### src/rtl/mult_arb_pkg.sv
// Shared definitions for the multiplier request arbiter.
// Contents: FSM state encoding, state width, operand and product widths.
package mult_arb_pkg;

  localparam int STATE_W = 3;
  localparam int OPND_W  = 8;
  localparam int PROD_W  = 16;

  // Codes 4..7 are unused and steer the FSM back to S_IDLE.
  typedef enum logic [STATE_W-1:0] {
    S_IDLE   = 3'd0,
    S_LAUNCH = 3'd1,
    S_WAIT   = 3'd2,
    S_RETURN = 3'd3
  } state_t;

endpackage

### src/rtl/rr_pick.sv
// Round-robin winner selection (purely combinational).
// Ports:
//   req    - request vector, one bit per requester
//   last   - index of the most recent winner; the scan starts just after it
//   winner - one-hot winner (all zero when no request is pending)
//   index  - binary index of the winner (0 when no request is pending)
module rr_pick #(
  parameter int NUM_REQ = 4,
  parameter int IDX_W   = 2
) (
  input  logic [NUM_REQ-1:0] req,
  input  logic [IDX_W-1:0]   last,
  output logic [NUM_REQ-1:0] winner,
  output logic [IDX_W-1:0]   index
);

  // One extra bit so last + offset never overflows before the wrap.
  logic [IDX_W:0] w_cand;
  logic           w_found;

  // NOTE: combinational logic uses blocking assignments and gives every
  // output a default first, so no latch is inferred and later loop
  // iterations see earlier results.
  always_comb begin
    winner  = '0;
    index   = '0;
    w_found = 1'b0;
    w_cand  = '0;
    for (int off = 1; off <= NUM_REQ; off++) begin
      w_cand = {1'b0, last} + (IDX_W+1)'(off);
      if (w_cand >= (IDX_W+1)'(NUM_REQ)) w_cand = w_cand - (IDX_W+1)'(NUM_REQ);
      if (!w_found && req[w_cand[IDX_W-1:0]]) begin
        w_found                    = 1'b1;
        winner[w_cand[IDX_W-1:0]]  = 1'b1;
        index                      = w_cand[IDX_W-1:0];
      end
    end
  end

endmodule

### src/rtl/mult_req_arbiter.sv
// Shares one sequential 8x8 multiplier among NUM_REQ requesters.
// Round-robin arbitration, operand capture, start pulse, done-edge detection
// with a watchdog, and result return to the owning requester.
// Ports:
//   clk, reset_a              - clock (rising edge), async active-low reset
//   req                       - level request per requester
//   dataa_in, datab_in        - packed operands, requester i in [8i+7:8i]
//   gnt                       - one-hot grant, one cycle (LAUNCH)
//   res_valid                 - one-hot result strobe, one cycle (RETURN)
//   result, res_err           - product / timeout flag, held until next RETURN
//   busy, state_out           - not-idle flag and raw FSM state
//   mult_start, mult_dataa/b  - controls to the multiplier
//   mult_done, mult_product   - status from the multiplier
module mult_req_arbiter
  import mult_arb_pkg::*;
#(
  parameter int NUM_REQ = 4,
  parameter int TIMEOUT = 15
) (
  input  logic                      clk,
  input  logic                      reset_a,
  input  logic [NUM_REQ-1:0]        req,
  input  logic [OPND_W*NUM_REQ-1:0] dataa_in,
  input  logic [OPND_W*NUM_REQ-1:0] datab_in,
  output logic [NUM_REQ-1:0]        gnt,
  output logic [NUM_REQ-1:0]        res_valid,
  output logic [PROD_W-1:0]         result,
  output logic                      res_err,
  output logic                      busy,
  output logic [STATE_W-1:0]        state_out,
  output logic                      mult_start,
  output logic [OPND_W-1:0]         mult_dataa,
  output logic [OPND_W-1:0]         mult_datab,
  input  logic                      mult_done,
  input  logic [PROD_W-1:0]         mult_product
);

  localparam int IDX_W = $clog2(NUM_REQ);
  localparam int TW    = $clog2(TIMEOUT + 1);

  state_t              r_state;
  logic [IDX_W-1:0]    r_owner;
  logic [IDX_W-1:0]    r_last;
  logic [TW-1:0]       r_timer;
  logic                r_done_q;
  logic [NUM_REQ-1:0]  r_gnt;
  logic [NUM_REQ-1:0]  r_res_valid;
  logic [PROD_W-1:0]   r_result;
  logic                r_res_err;
  logic                r_mult_start;
  logic [OPND_W-1:0]   r_mult_dataa;
  logic [OPND_W-1:0]   r_mult_datab;

  logic [NUM_REQ-1:0]  w_win_oh;
  logic [IDX_W-1:0]    w_win_idx;
  logic [NUM_REQ-1:0]  w_owner_oh;
  logic                w_done_rise;
  logic                w_timeout;

  rr_pick #(.NUM_REQ(NUM_REQ), .IDX_W(IDX_W)) u_rr_pick (
    .req    (req),
    .last   (r_last),
    .winner (w_win_oh),
    .index  (w_win_idx)
  );

  assign w_owner_oh  = NUM_REQ'(1) << r_owner;
  // Only a rising done counts, so a level left high by the previous
  // operation cannot complete the current one.
  assign w_done_rise = mult_done & ~r_done_q;
  assign w_timeout   = (r_timer == TW'(TIMEOUT - 1));

  // NOTE: sequential state uses non-blocking assignments only, so every
  // register samples pre-edge values regardless of statement order.
  always_ff @(posedge clk or negedge reset_a) begin
    if (!reset_a) begin
      r_state      <= S_IDLE;
      r_owner      <= '0;
      r_last       <= IDX_W'(NUM_REQ - 1);
      r_timer      <= '0;
      r_done_q     <= 1'b0;
      r_gnt        <= '0;
      r_res_valid  <= '0;
      r_result     <= '0;
      r_res_err    <= 1'b0;
      r_mult_start <= 1'b0;
      r_mult_dataa <= '0;
      r_mult_datab <= '0;
    end else begin
      r_done_q     <= mult_done;
      // Strobes default low; they are raised only on entry to their state.
      r_gnt        <= '0;
      r_mult_start <= 1'b0;
      r_res_valid  <= '0;
      case (r_state)
        S_IDLE: begin
          if (|req) begin
            r_mult_dataa <= dataa_in[OPND_W*int'(w_win_idx) +: OPND_W];
            r_mult_datab <= datab_in[OPND_W*int'(w_win_idx) +: OPND_W];
            r_owner      <= w_win_idx;
            r_last       <= w_win_idx;
            r_gnt        <= w_win_oh;
            r_mult_start <= 1'b1;
            r_state      <= S_LAUNCH;
          end
        end
        S_LAUNCH: begin
          r_timer <= '0;
          r_state <= S_WAIT;
        end
        S_WAIT: begin
          // Completion has priority over a simultaneous timeout.
          if (w_done_rise) begin
            r_result    <= mult_product;
            r_res_err   <= 1'b0;
            r_res_valid <= w_owner_oh;
            r_state     <= S_RETURN;
          end else if (w_timeout) begin
            r_result    <= '0;
            r_res_err   <= 1'b1;
            r_res_valid <= w_owner_oh;
            r_state     <= S_RETURN;
          end else begin
            r_timer <= r_timer + TW'(1);
          end
        end
        S_RETURN: r_state <= S_IDLE;
        default:  r_state <= S_IDLE;
      endcase
    end
  end

  assign gnt        = r_gnt;
  assign res_valid  = r_res_valid;
  assign result     = r_result;
  assign res_err    = r_res_err;
  assign busy       = (r_state != S_IDLE);
  assign state_out  = r_state;
  assign mult_start = r_mult_start;
  assign mult_dataa = r_mult_dataa;
  assign mult_datab = r_mult_datab;

endmodule
### config.mk
export PLATFORM = sky130hd
export DESIGN_NAME = mult_req_arbiter
export DESIGN_NICKNAME = d
export VERILOG_FILES = /design/src/rtl/mult_arb_pkg.sv /design/src/rtl/rr_pick.sv /design/src/rtl/mult_req_arbiter.sv
export SDC_FILE = /design/constraint.sdc
export NUM_CORES = 1
export LEC_CHECK = 0
export CORE_MARGIN = 2
export CORE_UTILIZATION = 43
export DETAILED_ROUTE_END_ITERATION = 12
export PLACE_DENSITY_LB_ADDON = 0.25
export SLEW_MARGIN = 20
export SYNTH_ARGS = -nofsm -noshare
export SYNTH_HDL_FRONTEND = slang
export SYNTH_SLANG_ARGS = --single-unit
### constraint.sdc
create_clock -name clk -period 4 [get_ports clk]
set_clock_uncertainty 0.2 [all_clocks]
set_input_delay 0.6 -clock clk [delete_from_list [all_inputs] [get_ports clk]]
set_output_delay 0.6 -clock clk [all_outputs]
set_load 0.02 [all_outputs]
==> results of run 1 <==
[kinds of logic (layout without fill, tap and decap cells)]
group	Yosys count	in the layout	synth area share (%)
flip-flops	53	53	43.7
AND/OR/NAND/NOR	104	104	16.6
multiplexers	6	6	3.62
buffers and inverters	37	164	6.38
other	1	1	0.123
adder cells (fa/ha/maj)	13	13	5.35
XOR/XNOR	3	3	0.865
AO/OA/AOI/OAI	78	78	23.4
[worst min-delay path by stage]
stage | start | end | slack (ps) | cells past startpoint
floorplan | reset_a | gnt[0] | 100 | 0
global placement | result[8] | result[8] | 290 | 1
detailed placement | result[5] | result[5] | 290 | 1
CTS | reset_a | result[8] | 140 | 1
global route | reset_a | result[8] | 160 | 1
finish | reset_a | result[6] | 120 | 1
[sequential cells by signal, summed over array words and instances, names as in the netlist]
name and cells:
result 16, mult_dataa 8, mult_datab 8, gnt 4
r_timer 4, res_valid 4, r_last 2, r_owner 2
state_out 2, mult_start 1, r_done_q 1, res_err 1
[worst max-delay path: cells and delay by family (launching register included)]
| family | cells | cell delay, ps |
|---|---|---|
| buffers and inverters | 3 | 580 |
| DFF | 1 | 670 |
| and+or+nand+nor | 3 | 860 |
| adders and majority gates | 1 | 360 |
| muxes | 1 | 440 |
| AOI/OAI and AO/OA | 2 | 530 |
[cells in the mapped netlist, types with 2 or more instances]
library cell                 n  area, um^2
sky130_fd_sc_hd__a221oi_1    4        35.0
sky130_fd_sc_hd__a21o_1      2        15.0
sky130_fd_sc_hd__mux2i_1     2        20.0
sky130_fd_sc_hd__and3_1     15        93.8
sky130_fd_sc_hd__dfstp_2     2        52.6
sky130_fd_sc_hd__nand2b_1    4        25.0
sky130_fd_sc_hd__a2111oi_2   9         135
sky130_fd_sc_hd__inv_1      11        41.3
sky130_fd_sc_hd__a22oi_1     5        37.5
sky130_fd_sc_hd__nand3_1     4        20.0
sky130_fd_sc_hd__nor2_1     27         101
sky130_fd_sc_hd__buf_2       8        40.0
sky130_fd_sc_hd__nand2_1    36         135
sky130_fd_sc_hd__a22o_1     16         140
sky130_fd_sc_hd__nor2b_1     4        25.0
sky130_fd_sc_hd__ha_1       13         163
sky130_fd_sc_hd__a21oi_1     3        15.0
sky130_fd_sc_hd__nor3b_1     3        22.5
sky130_fd_sc_hd__a311oi_1   15         131
sky130_fd_sc_hd__and2_1      3        18.8
sky130_fd_sc_hd__buf_6       4        45.0
sky130_fd_sc_hd__clkbuf_1   10        37.5
sky130_fd_sc_hd__xor2_1      2        17.5
sky130_fd_sc_hd__a2111oi_0   6        52.6
sky130_fd_sc_hd__dfrtp_1    51        1280
sky130_fd_sc_hd__buf_4       4        30.0
sky130_fd_sc_hd__o21ai_0     7        35.0
sky130_fd_sc_hd__mux4_2      4        90.1
[layout make-up]
class,instances,share of cell area [%]
multi-input combinational,205,33.5
timing repair buffer,145,31.4
sequential,53,29.3
tap,96,2.65
clock buffer,5,1.52
inverter,11,0.911
clock inverter,3,0.635
[stage by stage]
stage,hold WS [ps],std cells,power [mW],util (%),cell area (um^2)
6_report,117,518,3.70,66.3,4530
5_1_grt,156,518,3.98,66.3,4530
4_1_cts,137,518,3.73,66.3,4530
3_5_place_dp,291,510,3.40,64.8,4430
3_3_place_gp,287,510,3.33,64.8,4430
2_1_floorplan,104,295,2.58,-,3040
[metal layers]
metal / vias up / track usage [%] / part of all wire, %
met5: - / 0 / 0
met4: 0 / 6.75 / 2.3
met3: 15 / 3.39 / 5.8
met2: 89 / 39.7 / 52
met1: 1336 / 24.6 / 40
li1: 1335 / - / -
[power breakdown]
group	internal, mW	switching (mW)	leakage, nW	total [mW]
Sequential	0.783	0.142	0.647	0.926
Combinational	1.11	1.34	1.20	2.45
Clock	0.131	0.196	0.0506	0.328
Total	2.03	1.68	1.90	3.70
==> impl_metrics.xml, run 1 <==
<?xml version="1.0" encoding="UTF-8"?>
<metrics>
  <group name="critical_path">
    <metric name="crit_path_max_cell_delay" unit="ps">670</metric>
    <metric name="worst_r2r_startpoint" unit="">r_last[1]</metric>
    <metric name="reg2regPathDepth" unit="">10</metric>
    <metric name="required_time_at_the_worst_slack_endpoint" unit="ps">3980</metric>
    <metric name="worst_path_max_delay_cell" unit="">sky130_fd_sc_hd__dfstp_2</metric>
    <metric name="worstSetupStartpointType" unit="">flop</metric>
    <metric name="timing.critical_path.mode_cell" unit="">sky130_fd_sc_hd__buf_4</metric>
    <metric name="reg2reg_slack" unit="ps">230</metric>
    <metric name="timing.critical_path.from" unit="">r_last[1]</metric>
    <metric name="setup.worst_path.class" unit="">reg -&gt; reg</metric>
    <metric name="crit_path_cell_trace" unit="">inv_1 &gt; ha_1 &gt; buf_4 &gt; mux4_2 &gt; or2_1 &gt; nor3b_2 &gt; o32a_4 &gt; and2_1 &gt; buf_4 &gt; a311oi_1</metric>
    <metric name="crit-reg2reg-capture" unit="">mult_datab[0]</metric>
    <metric name="timing.critical_path.fanout_max" unit="">18</metric>
    <metric name="critical_path.endpoint" unit="">mult_datab[0]</metric>
    <metric name="endpoint_kind" unit="">flop</metric>
    <metric name="timing.critical_path.arrival" unit="ps">3750</metric>
  </group>
  <group name="grt">
    <metric name="grt.overflow.total" unit="">0</metric>
    <metric name="antenna_found_initial" unit="">0</metric>
    <metric name="gr-usage-all-layers" unit="%">21.2</metric>
    <metric name="grt_first_pass_wirelength" unit="mm">13.1</metric>
    <metric name="grt_start_max_net_pins" unit="">33</metric>
    <metric name="first_global_vias" unit="">2822</metric>
  </group>
  <group name="floorplanning">
    <metric name="core_outline_area" unit="mm^2">0.00683</metric>
    <metric name="pin_count" unit="">133</metric>
    <metric name="floorplan_die_height" unit="um">88.1</metric>
    <metric name="fp-row-count" unit="">30</metric>
    <metric name="die_w" unit="um">88.1</metric>
    <metric name="dieArea" unit="mm^2">0.00775</metric>
    <metric name="effective_utilization_at_floorplan" unit="%">44.5</metric>
  </group>
  <group name="logic_synthesis">
    <metric name="synth_seq_area_share" unit="%">43.7</metric>
    <metric name="async_reset_ff_share" unit="%">100</metric>
    <metric name="synth.ff_latch_count" unit="">53</metric>
    <metric name="synth_edf_count" unit="">0</metric>
    <metric name="synth_ff_type" unit="">sky130_fd_sc_hd__dfrtp_1</metric>
    <metric name="synthesis.nets" unit="">395</metric>
    <metric name="avgSynthCellArea" unit="um^2">10.3</metric>
    <metric name="synth.distinct_cells" unit="">49</metric>
    <metric name="yosysWarningCount" unit="">0</metric>
    <metric name="synthCells" unit="">295</metric>
    <metric name="netlist_area" unit="mm^2">0.00304</metric>
  </group>
  <group name="finish">
    <metric name="multiInputGateArea" unit="mm^2">0.00152</metric>
    <metric name="num-fill-cells" unit="">548</metric>
    <metric name="most-common-layout-cells" unit="">130 x sky130_fd_sc_hd__clkdlybuf4s50_1, 51 x sky130_fd_sc_hd__dfrtp_1, 36 x sky130_fd_sc_hd__nand2_1</metric>
    <metric name="areaGrowthSynthToFinish" unit="%">49.2</metric>
    <metric name="final_layout_size_suffix_gt1_share" unit="%">10.4</metric>
    <metric name="register_area" unit="mm^2">0.00133</metric>
    <metric name="mostFrequentLayoutCell" unit="">sky130_fd_sc_hd__clkdlybuf4s50_1</metric>
    <metric name="antennaDiodeCount" unit="">0</metric>
    <metric name="fin_nets" unit="">521</metric>
  </group>
  <group name="sta">
    <metric name="relative_slew_margins" unit="%">51.0</metric>
    <metric name="final.min_clock_period" unit="ps">3770</metric>
    <metric name="timing.final.setup_violations" unit="">0</metric>
    <metric name="finalHoldViolCount" unit="">0</metric>
    <metric name="rsz_0062_raised_after_global_routing" unit="">no</metric>
    <metric name="tightest_slew" unit="ps">734</metric>
    <metric name="max_clock_freq" unit="GHz">0.265</metric>
    <metric name="total_negative_slack" unit="ps">0</metric>
    <metric name="timing.final.max_slew_violations" unit="">0</metric>
    <metric name="fin_ws" unit="ps">225</metric>
    <metric name="post-route-period-util" unit="%">94.4</metric>
  </group>
  <group name="routing">
    <metric name="postRouteWirelength" unit="mm">8.41</metric>
    <metric name="avgRoutedWirePerCell" unit="um">16.2</metric>
    <metric name="first_pass_iters" unit="">4</metric>
    <metric name="ant_nets" unit="">0</metric>
    <metric name="initialDrtViolationCount" unit="">123</metric>
    <metric name="drt-vias-per-instance" unit="">5.36</metric>
    <metric name="vias" unit="">2775</metric>
    <metric name="remaining_drc_errors" unit="">0</metric>
  </group>
  <group name="clock_tree">
    <metric name="clkTransAtPathRegs" unit="ps">110</metric>
    <metric name="root_buffer" unit="">sky130_fd_sc_hd__clkbuf_8</metric>
    <metric name="cts_tree" unit="">yes</metric>
    <metric name="clock_insertion_delay_worst_skew" unit="ps">310</metric>
    <metric name="htree_num_levels" unit="">2</metric>
    <metric name="clock_sink_count" unit="">53</metric>
    <metric name="clock_path_buffers" unit="">2</metric>
    <metric name="cts_resized" unit="">0</metric>
    <metric name="cts-buffers-inserted" unit="">5</metric>
    <metric name="post_cts_setup_repair_buffer_count" unit="">0</metric>
    <metric name="cts_hold_buf" unit="">0</metric>
  </group>
  <group name="placement">
    <metric name="io_buffers" unit="">131</metric>
    <metric name="pre_cts_ws" unit="ps">-34.6</metric>
    <metric name="detailed_place_hpwl" unit="mm">6.30</metric>
    <metric name="gp_routability_congestion" unit="">0.845</metric>
  </group>
  <group name="power">
    <metric name="irDropWorstVdd" unit="V">0.000544</metric>
    <metric name="power.leakage" unit="nW">1.90</metric>
    <metric name="pwr_density_cell" unit="mW/mm^2">817</metric>
  </group>
  <group name="job">
    <metric name="max_cap_viol_count" unit="">0</metric>
  </group>
  <group name="run_status">
    <metric name="run_status" unit="">finished, final reports clean</metric>
  </group>
  <group name="min_path">
    <metric name="hold_path_class" unit="">in -&gt; async</metric>
  </group>
</metrics>
Power figures use the tool's default switching activity.
==> run 2: changes to the inputs <==
- CORE_UTILIZATION: 43 -> 35
- SETUP_SLACK_MARGIN: default -> 0.15
==> impl_metrics.xml, run 2 (synthesis results as in run 1) <==
<?xml version="1.0" encoding="UTF-8"?>
<metrics>
  <group name="critical_path">
    <metric name="timing.critical_path.mode_cell" unit="">sky130_fd_sc_hd__buf_4</metric>
    <metric name="worst_path_max_delay_cell" unit="">sky130_fd_sc_hd__dfstp_2</metric>
    <metric name="crit_path_cell_trace" unit="">inv_1 &gt; ha_1 &gt; buf_4 &gt; mux4_2 &gt; or2_1 &gt; nor3b_2 &gt; o32a_4 &gt; and2_1 &gt; buf_4 &gt; a311oi_1</metric>
    <metric name="timing.critical_path.fanout_max" unit="">16</metric>
    <metric name="endpoint_kind" unit="">flop</metric>
    <metric name="required_time_at_the_worst_slack_endpoint" unit="ps">3980</metric>
    <metric name="setup.worst_path.class" unit="">reg -&gt; reg</metric>
    <metric name="timing.critical_path.arrival" unit="ps">3620</metric>
    <metric name="crit_path_max_cell_delay" unit="ps">680</metric>
    <metric name="worstSetupStartpointType" unit="">flop</metric>
    <metric name="cell_family_with_most_cp_delay" unit="">simple AND/OR/NAND/NOR gates</metric>
    <metric name="cp.buffers_inverters" unit="">3</metric>
  </group>
  <group name="placement">
    <metric name="dpl-instance-area" unit="mm^2">0.00441</metric>
    <metric name="detailed_place_hpwl" unit="mm">6.60</metric>
    <metric name="gp_routability_congestion" unit="">0.812</metric>
    <metric name="io_buffers" unit="">131</metric>
  </group>
  <group name="grt">
    <metric name="grt_first_pass_wirelength" unit="mm">14.3</metric>
    <metric name="antenna_found_initial" unit="">0</metric>
    <metric name="first_global_vias" unit="">2803</metric>
    <metric name="gr-usage-all-layers" unit="%">18.4</metric>
    <metric name="grt_start_max_net_pins" unit="">38</metric>
    <metric name="grt.overflow.total" unit="">0</metric>
  </group>
  <group name="sta">
    <metric name="final.min_clock_period" unit="ps">3640</metric>
    <metric name="total_negative_slack" unit="ps">0</metric>
    <metric name="fin_worst_hold_slack" unit="ps">168</metric>
    <metric name="finalHoldViolCount" unit="">0</metric>
    <metric name="max_clock_freq" unit="GHz">0.275</metric>
    <metric name="timing.final.setup_violations" unit="">0</metric>
    <metric name="relative_slew_margins" unit="%">45.3</metric>
    <metric name="rsz_0062_raised_after_global_routing" unit="">no</metric>
    <metric name="timing.final.max_slew_violations" unit="">0</metric>
    <metric name="post-route-period-util" unit="%">91.0</metric>
    <metric name="tightest_slew" unit="ps">821</metric>
  </group>
  <group name="job">
    <metric name="max_cap_viol_count" unit="">0</metric>
  </group>
  <group name="clock_tree">
    <metric name="root_buffer" unit="">sky130_fd_sc_hd__clkbuf_8</metric>
    <metric name="htree_num_levels" unit="">2</metric>
    <metric name="clkTransAtPathRegs" unit="ps">110</metric>
    <metric name="cts-buffers-inserted" unit="">5</metric>
    <metric name="cts_resized" unit="">0</metric>
    <metric name="cts_hold_buf" unit="">0</metric>
    <metric name="clock_insertion_delay_worst_skew" unit="ps">320</metric>
    <metric name="clock_sink_count" unit="">53</metric>
    <metric name="post_cts_setup_repair_buffer_count" unit="">0</metric>
    <metric name="clock_path_buffers" unit="">2</metric>
    <metric name="cts_tree" unit="">yes</metric>
  </group>
  <group name="finish">
    <metric name="antennaDiodeCount" unit="">0</metric>
    <metric name="most-common-layout-cells" unit="">130 x sky130_fd_sc_hd__clkdlybuf4s50_1, 51 x sky130_fd_sc_hd__dfrtp_1, 36 x sky130_fd_sc_hd__nand2_1</metric>
    <metric name="fin_nets" unit="">517</metric>
    <metric name="layout.core_utilization" unit="%">54.3</metric>
    <metric name="mostFrequentLayoutCell" unit="">sky130_fd_sc_hd__clkdlybuf4s50_1</metric>
    <metric name="final_cell_area" unit="mm^2">0.00451</metric>
    <metric name="number_of_flip_flops_under_the_largest_register_name" unit="">16</metric>
    <metric name="areaGrowthSynthToFinish" unit="%">48.4</metric>
    <metric name="final_layout_size_suffix_gt1_share" unit="%">9.33</metric>
  </group>
  <group name="floorplanning">
    <metric name="dieArea" unit="mm^2">0.00944</metric>
    <metric name="fp-row-count" unit="">33</metric>
    <metric name="pin_count" unit="">133</metric>
    <metric name="floorplan_die_height" unit="um">97.2</metric>
    <metric name="core_outline_area" unit="mm^2">0.00830</metric>
    <metric name="die_w" unit="um">97.2</metric>
    <metric name="effective_utilization_at_floorplan" unit="%">36.6</metric>
  </group>
  <group name="power">
    <metric name="pwr-share-comb" unit="%">66.1</metric>
    <metric name="power.share.clock" unit="%">8.9</metric>
    <metric name="internal_power" unit="mW">2.03</metric>
    <metric name="finalPower" unit="mW">3.73</metric>
    <metric name="irDropWorstVdd" unit="V">0.000470</metric>
    <metric name="power.leakage" unit="nW">1.88</metric>
    <metric name="sequentialPowerShare" unit="%">25.0</metric>
    <metric name="power_switching" unit="mW">1.70</metric>
    <metric name="pwr_density_cell" unit="mW/mm^2">827</metric>
    <metric name="sw_frac_of_total" unit="%">45.6</metric>
  </group>
  <group name="min_path">
    <metric name="hold_path_class" unit="">in -&gt; async</metric>
  </group>
  <group name="routing">
    <metric name="remaining_drc_errors" unit="">0</metric>
    <metric name="drt-vias-per-instance" unit="">5.26</metric>
    <metric name="postRouteWirelength" unit="mm">8.84</metric>
    <metric name="vias" unit="">2753</metric>
    <metric name="first_pass_iters" unit="">4</metric>
    <metric name="ant_nets" unit="">0</metric>
    <metric name="initialDrtViolationCount" unit="">110</metric>
    <metric name="avgRoutedWirePerCell" unit="um">16.9</metric>
  </group>
  <group name="run_status">
    <metric name="run_status" unit="">finished, final reports clean</metric>
  </group>
</metrics>
==> run 2: cell count changes in the layout (fill, tap and decap cells not counted) <==
cell,delta
sky130_fd_sc_hd__or3_1,+1
sky130_fd_sc_hd__buf_4,-4
sky130_fd_sc_hd__or3_4,-1
==> run 2: final timing paths <==
kind                             from            end  slack [ps]  cells after the start
setup / recovery            r_last[1]  mult_datab[5]         360                     10
hold reg to reg            result[13]     result[13]         310                      1
max in group asynchronous     reset_a  mult_dataa[3]        2700                      2
hold / removal                reset_a      result[0]         170                      1
min in group clk           result[13]     result[13]         310                      1
setup reg to reg            r_last[1]  mult_datab[5]         360                     10
==> run 2: power groups by stage <==
| stage | Sequential, mW | Clock, mW | Combinational [mW] |
|---|---|---|---|
| floorplan | 1.17 | 0 | 1.40 |
| global placement | 0.933 | 0 | 2.42 |
| detailed placement | 0.945 | 0 | 2.46 |
| CTS | 0.933 | 0.343 | 2.47 |
| global route | 0.961 | 0.362 | 2.67 |
| finish | 0.932 | 0.332 | 2.46 |
==> run 2: layout make-up <==
type / count / area [um^2]
multi-input cells: 205 / 1520
well taps: 105 / 131
clock inverters: 3 / 28.8
repair buffers: 141 / 1390
inverters: 11 / 41.3
flip-flops and latches: 53 / 1330
fillers: 748 / 3790
clock buffers: 5 / 68.8
==> run 2: stage by stage <==
step,instances,setup slack [ps]
floorplan,295,457
global placement,515,448
detailed placement,515,331
CTS,523,379
global route,523,153
finish,523,359
==> run 2: worst register-to-register path, stage by stage (launching register included) <==
cell and delay [ps]:
sky130_fd_sc_hd__dfstp_2 680, sky130_fd_sc_hd__inv_1 160, sky130_fd_sc_hd__ha_1 350, sky130_fd_sc_hd__buf_4 180
sky130_fd_sc_hd__mux4_2 430, sky130_fd_sc_hd__or2_1 310, sky130_fd_sc_hd__nor3b_2 350, sky130_fd_sc_hd__o32a_4 310
sky130_fd_sc_hd__and2_1 160, sky130_fd_sc_hd__buf_4 240, sky130_fd_sc_hd__a311oi_1 130
==> run 2: per-layer routing <==
layer / vias up / global-route usage [%] / wire (um)
met3: 11 / 3.24 / 427
met2: 95 / 31.5 / 4380
li1: 1331 / - / -
met5: - / 0 / 0
met1: 1316 / 23.7 / 3850
met4: 0 / 5.63 / 184
==> run 3: changes to the inputs <==
- CORE_ASPECT_RATIO: default -> 1.75
- PLACE_DENSITY: default -> 0.69
- PLACE_DENSITY_LB_ADDON: 0.25 -> default
==> impl_metrics.xml, run 3 (synthesis results as in run 1) <==
<?xml version="1.0" encoding="UTF-8"?>
<metrics>
  <group name="power">
    <metric name="pwr_density_cell" unit="mW/mm^2">842</metric>
    <metric name="power.leakage" unit="nW">1.92</metric>
    <metric name="irDropWorstVdd" unit="V">0.000591</metric>
  </group>
  <group name="sta">
    <metric name="relative_slew_margins" unit="%">46.0</metric>
    <metric name="tightest_slew" unit="ps">810</metric>
    <metric name="timing.final.setup_violations" unit="">0</metric>
    <metric name="max_clock_freq" unit="GHz">0.278</metric>
    <metric name="final.min_clock_period" unit="ps">3600</metric>
    <metric name="post-route-period-util" unit="%">90.0</metric>
    <metric name="total_negative_slack" unit="ps">0</metric>
    <metric name="rsz_0062_raised_after_global_routing" unit="">no</metric>
    <metric name="finalHoldViolCount" unit="">0</metric>
    <metric name="timing.final.max_slew_violations" unit="">0</metric>
  </group>
  <group name="grt">
    <metric name="first_global_vias" unit="">2810</metric>
    <metric name="gr-usage-all-layers" unit="%">18.9</metric>
    <metric name="grt.overflow.total" unit="">0</metric>
    <metric name="antenna_found_initial" unit="">0</metric>
    <metric name="grt_start_max_net_pins" unit="">37</metric>
    <metric name="grt_first_pass_wirelength" unit="mm">13.9</metric>
  </group>
  <group name="placement">
    <metric name="detailed_place_hpwl" unit="mm">6.52</metric>
    <metric name="gp_routability_congestion" unit="">0.852</metric>
    <metric name="io_buffers" unit="">131</metric>
    <metric name="dpl-instance-area" unit="mm^2">0.00441</metric>
  </group>
  <group name="critical_path">
    <metric name="crit-reg2reg-capture" unit="">mult_dataa[5]</metric>
    <metric name="timing.critical_path.mode_cell" unit="">sky130_fd_sc_hd__buf_4</metric>
    <metric name="worst_path_max_delay_cell" unit="">sky130_fd_sc_hd__dfstp_2</metric>
    <metric name="crit_path_cell_trace" unit="">inv_1 &gt; ha_1 &gt; buf_4 &gt; mux4_2 &gt; or2_1 &gt; nor3b_4 &gt; o32a_4 &gt; and2_1 &gt; buf_4 &gt; a311oi_1</metric>
    <metric name="worstSetupStartpointType" unit="">flop</metric>
    <metric name="crit_path_max_cell_delay" unit="ps">660</metric>
    <metric name="timing.critical_path.arrival" unit="ps">3560</metric>
    <metric name="endpoint_kind" unit="">flop</metric>
    <metric name="worst_r2r_startpoint" unit="">r_last[1]</metric>
    <metric name="reg2reg_slack" unit="ps">400</metric>
    <metric name="required_time_at_the_worst_slack_endpoint" unit="ps">3960</metric>
    <metric name="setup.worst_path.class" unit="">reg -&gt; reg</metric>
    <metric name="timing.critical_path.fanout_max" unit="">18</metric>
    <metric name="reg2regPathDepth" unit="">10</metric>
    <metric name="timing.critical_path.from" unit="">r_last[1]</metric>
  </group>
  <group name="finish">
    <metric name="areaGrowthSynthToFinish" unit="%">51.5</metric>
    <metric name="final_layout_size_suffix_gt1_share" unit="%">9.59</metric>
    <metric name="antennaDiodeCount" unit="">0</metric>
    <metric name="most-common-layout-cells" unit="">130 x sky130_fd_sc_hd__clkdlybuf4s50_1, 51 x sky130_fd_sc_hd__dfrtp_1, 36 x sky130_fd_sc_hd__nand2_1</metric>
    <metric name="fin_nets" unit="">516</metric>
    <metric name="final_cell_area" unit="mm^2">0.00460</metric>
    <metric name="mostFrequentLayoutCell" unit="">sky130_fd_sc_hd__clkdlybuf4s50_1</metric>
    <metric name="number_of_flip_flops_under_the_largest_register_name" unit="">16</metric>
  </group>
  <group name="clock_tree">
    <metric name="cts_tree" unit="">yes</metric>
    <metric name="clkTransAtPathRegs" unit="ps">70</metric>
    <metric name="clock_path_buffers" unit="">2</metric>
    <metric name="clock_insertion_delay_worst_skew" unit="ps">290</metric>
    <metric name="cts-buffers-inserted" unit="">5</metric>
    <metric name="root_buffer" unit="">sky130_fd_sc_hd__clkbuf_16</metric>
    <metric name="clock_sink_count" unit="">53</metric>
    <metric name="htree_num_levels" unit="">2</metric>
  </group>
  <group name="routing">
    <metric name="initialDrtViolationCount" unit="">138</metric>
    <metric name="drt-vias-per-instance" unit="">5.19</metric>
    <metric name="vias" unit="">2771</metric>
    <metric name="first_pass_iters" unit="">4</metric>
    <metric name="ant_nets" unit="">0</metric>
    <metric name="remaining_drc_errors" unit="">0</metric>
    <metric name="avgRoutedWirePerCell" unit="um">16.3</metric>
    <metric name="postRouteWirelength" unit="mm">8.71</metric>
  </group>
  <group name="floorplanning">
    <metric name="dieArea" unit="mm^2">0.00947</metric>
    <metric name="floorplan_die_height" unit="um">127</metric>
    <metric name="core_outline_area" unit="mm^2">0.00856</metric>
    <metric name="effective_utilization_at_floorplan" unit="%">35.5</metric>
    <metric name="pin_count" unit="">133</metric>
    <metric name="fp-row-count" unit="">45</metric>
    <metric name="die_w" unit="um">74.4</metric>
  </group>
  <group name="job">
    <metric name="max_cap_viol_count" unit="">0</metric>
  </group>
  <group name="min_path">
    <metric name="hold_path_class" unit="">in -&gt; async</metric>
  </group>
  <group name="run_status">
    <metric name="run_status" unit="">finished, final reports clean</metric>
  </group>
</metrics>
[run 3: cell types whose count changed in the layout (fill, tap and decap cells not counted)]
cell,delta
sky130_fd_sc_hd__nor2b_1,-1
sky130_fd_sc_hd__or3_1,-1
sky130_fd_sc_hd__inv_6,-1
sky130_fd_sc_hd__clkbuf_16,+5
sky130_fd_sc_hd__or3_4,+1
sky130_fd_sc_hd__o21ai_2,-1
sky130_fd_sc_hd__buf_12,-1
sky130_fd_sc_hd__nor3b_4,+1
sky130_fd_sc_hd__o21ai_4,+1
sky130_fd_sc_hd__nor3b_2,-1
sky130_fd_sc_hd__clkbuf_8,-5
sky130_fd_sc_hd__bufinv_16,+1
sky130_fd_sc_hd__nor2b_2,+1
[run 3: report_power, final]
part,total [mW],switching (mW),internal [mW]
logic,2.44,1.35,1.09
clock network,0.505,0.204,0.301
registers,0.932,0.147,0.785
total,3.87,1.70,2.17
[run 3: routing by layer]
metal  up-vias  share of wire, %  track usage (%)
li1       1325                 -                -
met2        97                55             33.7
met1      1332                37             21.7
met3        17               5.5             3.55
met4         0               2.9             7.35
met5         -                 0                0
[run 3: how the worst max path moves through the flow]
stage | end | cells past startpoint
after detailed placement | mult_datab[3] | 8
after floorplan | mult_dataa[3] | 12
after global placement | mult_datab[1] | 8
final | mult_dataa[5] | 10
after global routing | mult_datab[7] | 10
after CTS | mult_datab[3] | 9
[run 3: stage by stage]
stage / power (mW) / instances / util (%) / setup WS (ps) / hold slack, ps
after CTS: 3.87 / 534 / 53.5 / 300 / 226
final: 3.87 / 534 / 53.8 / 399 / 192
after floorplan: 2.58 / 295 / - / 457 / 104
after global routing: 4.17 / 534 / 53.8 / 171 / 278
after detailed placement: 3.36 / 526 / 51.5 / 184 / 291
after global placement: 3.32 / 526 / 51.5 / 333 / 289
[run 3: cell type report]
class | count | area (um^2)
timing repair buffer | 140 | 1370
multi-input combinational | 205 | 1540
tap | 117 | 146
fill | 795 | 3960
inverter | 11 | 41.3
clock inverter | 3 | 50.0
clock buffer | 5 | 125
sequential | 53 | 1330
[run 3: worst max-delay path, delay by kind of cell, from the launching register on]
kind	cells	cell delay, ps
adders and majority gates	1	350
buffers and inverters	3	520
DFF	1	660
AOI/OAI and AO/OA	2	470
and+or+nand+nor	3	820
muxes	1	450
[run 3: what timing repair did]
item	CTS	global route
hold buffers	0	0
gates resized for setup	0	4
setup buffers	0	0
setup endpoints to repair	0	15
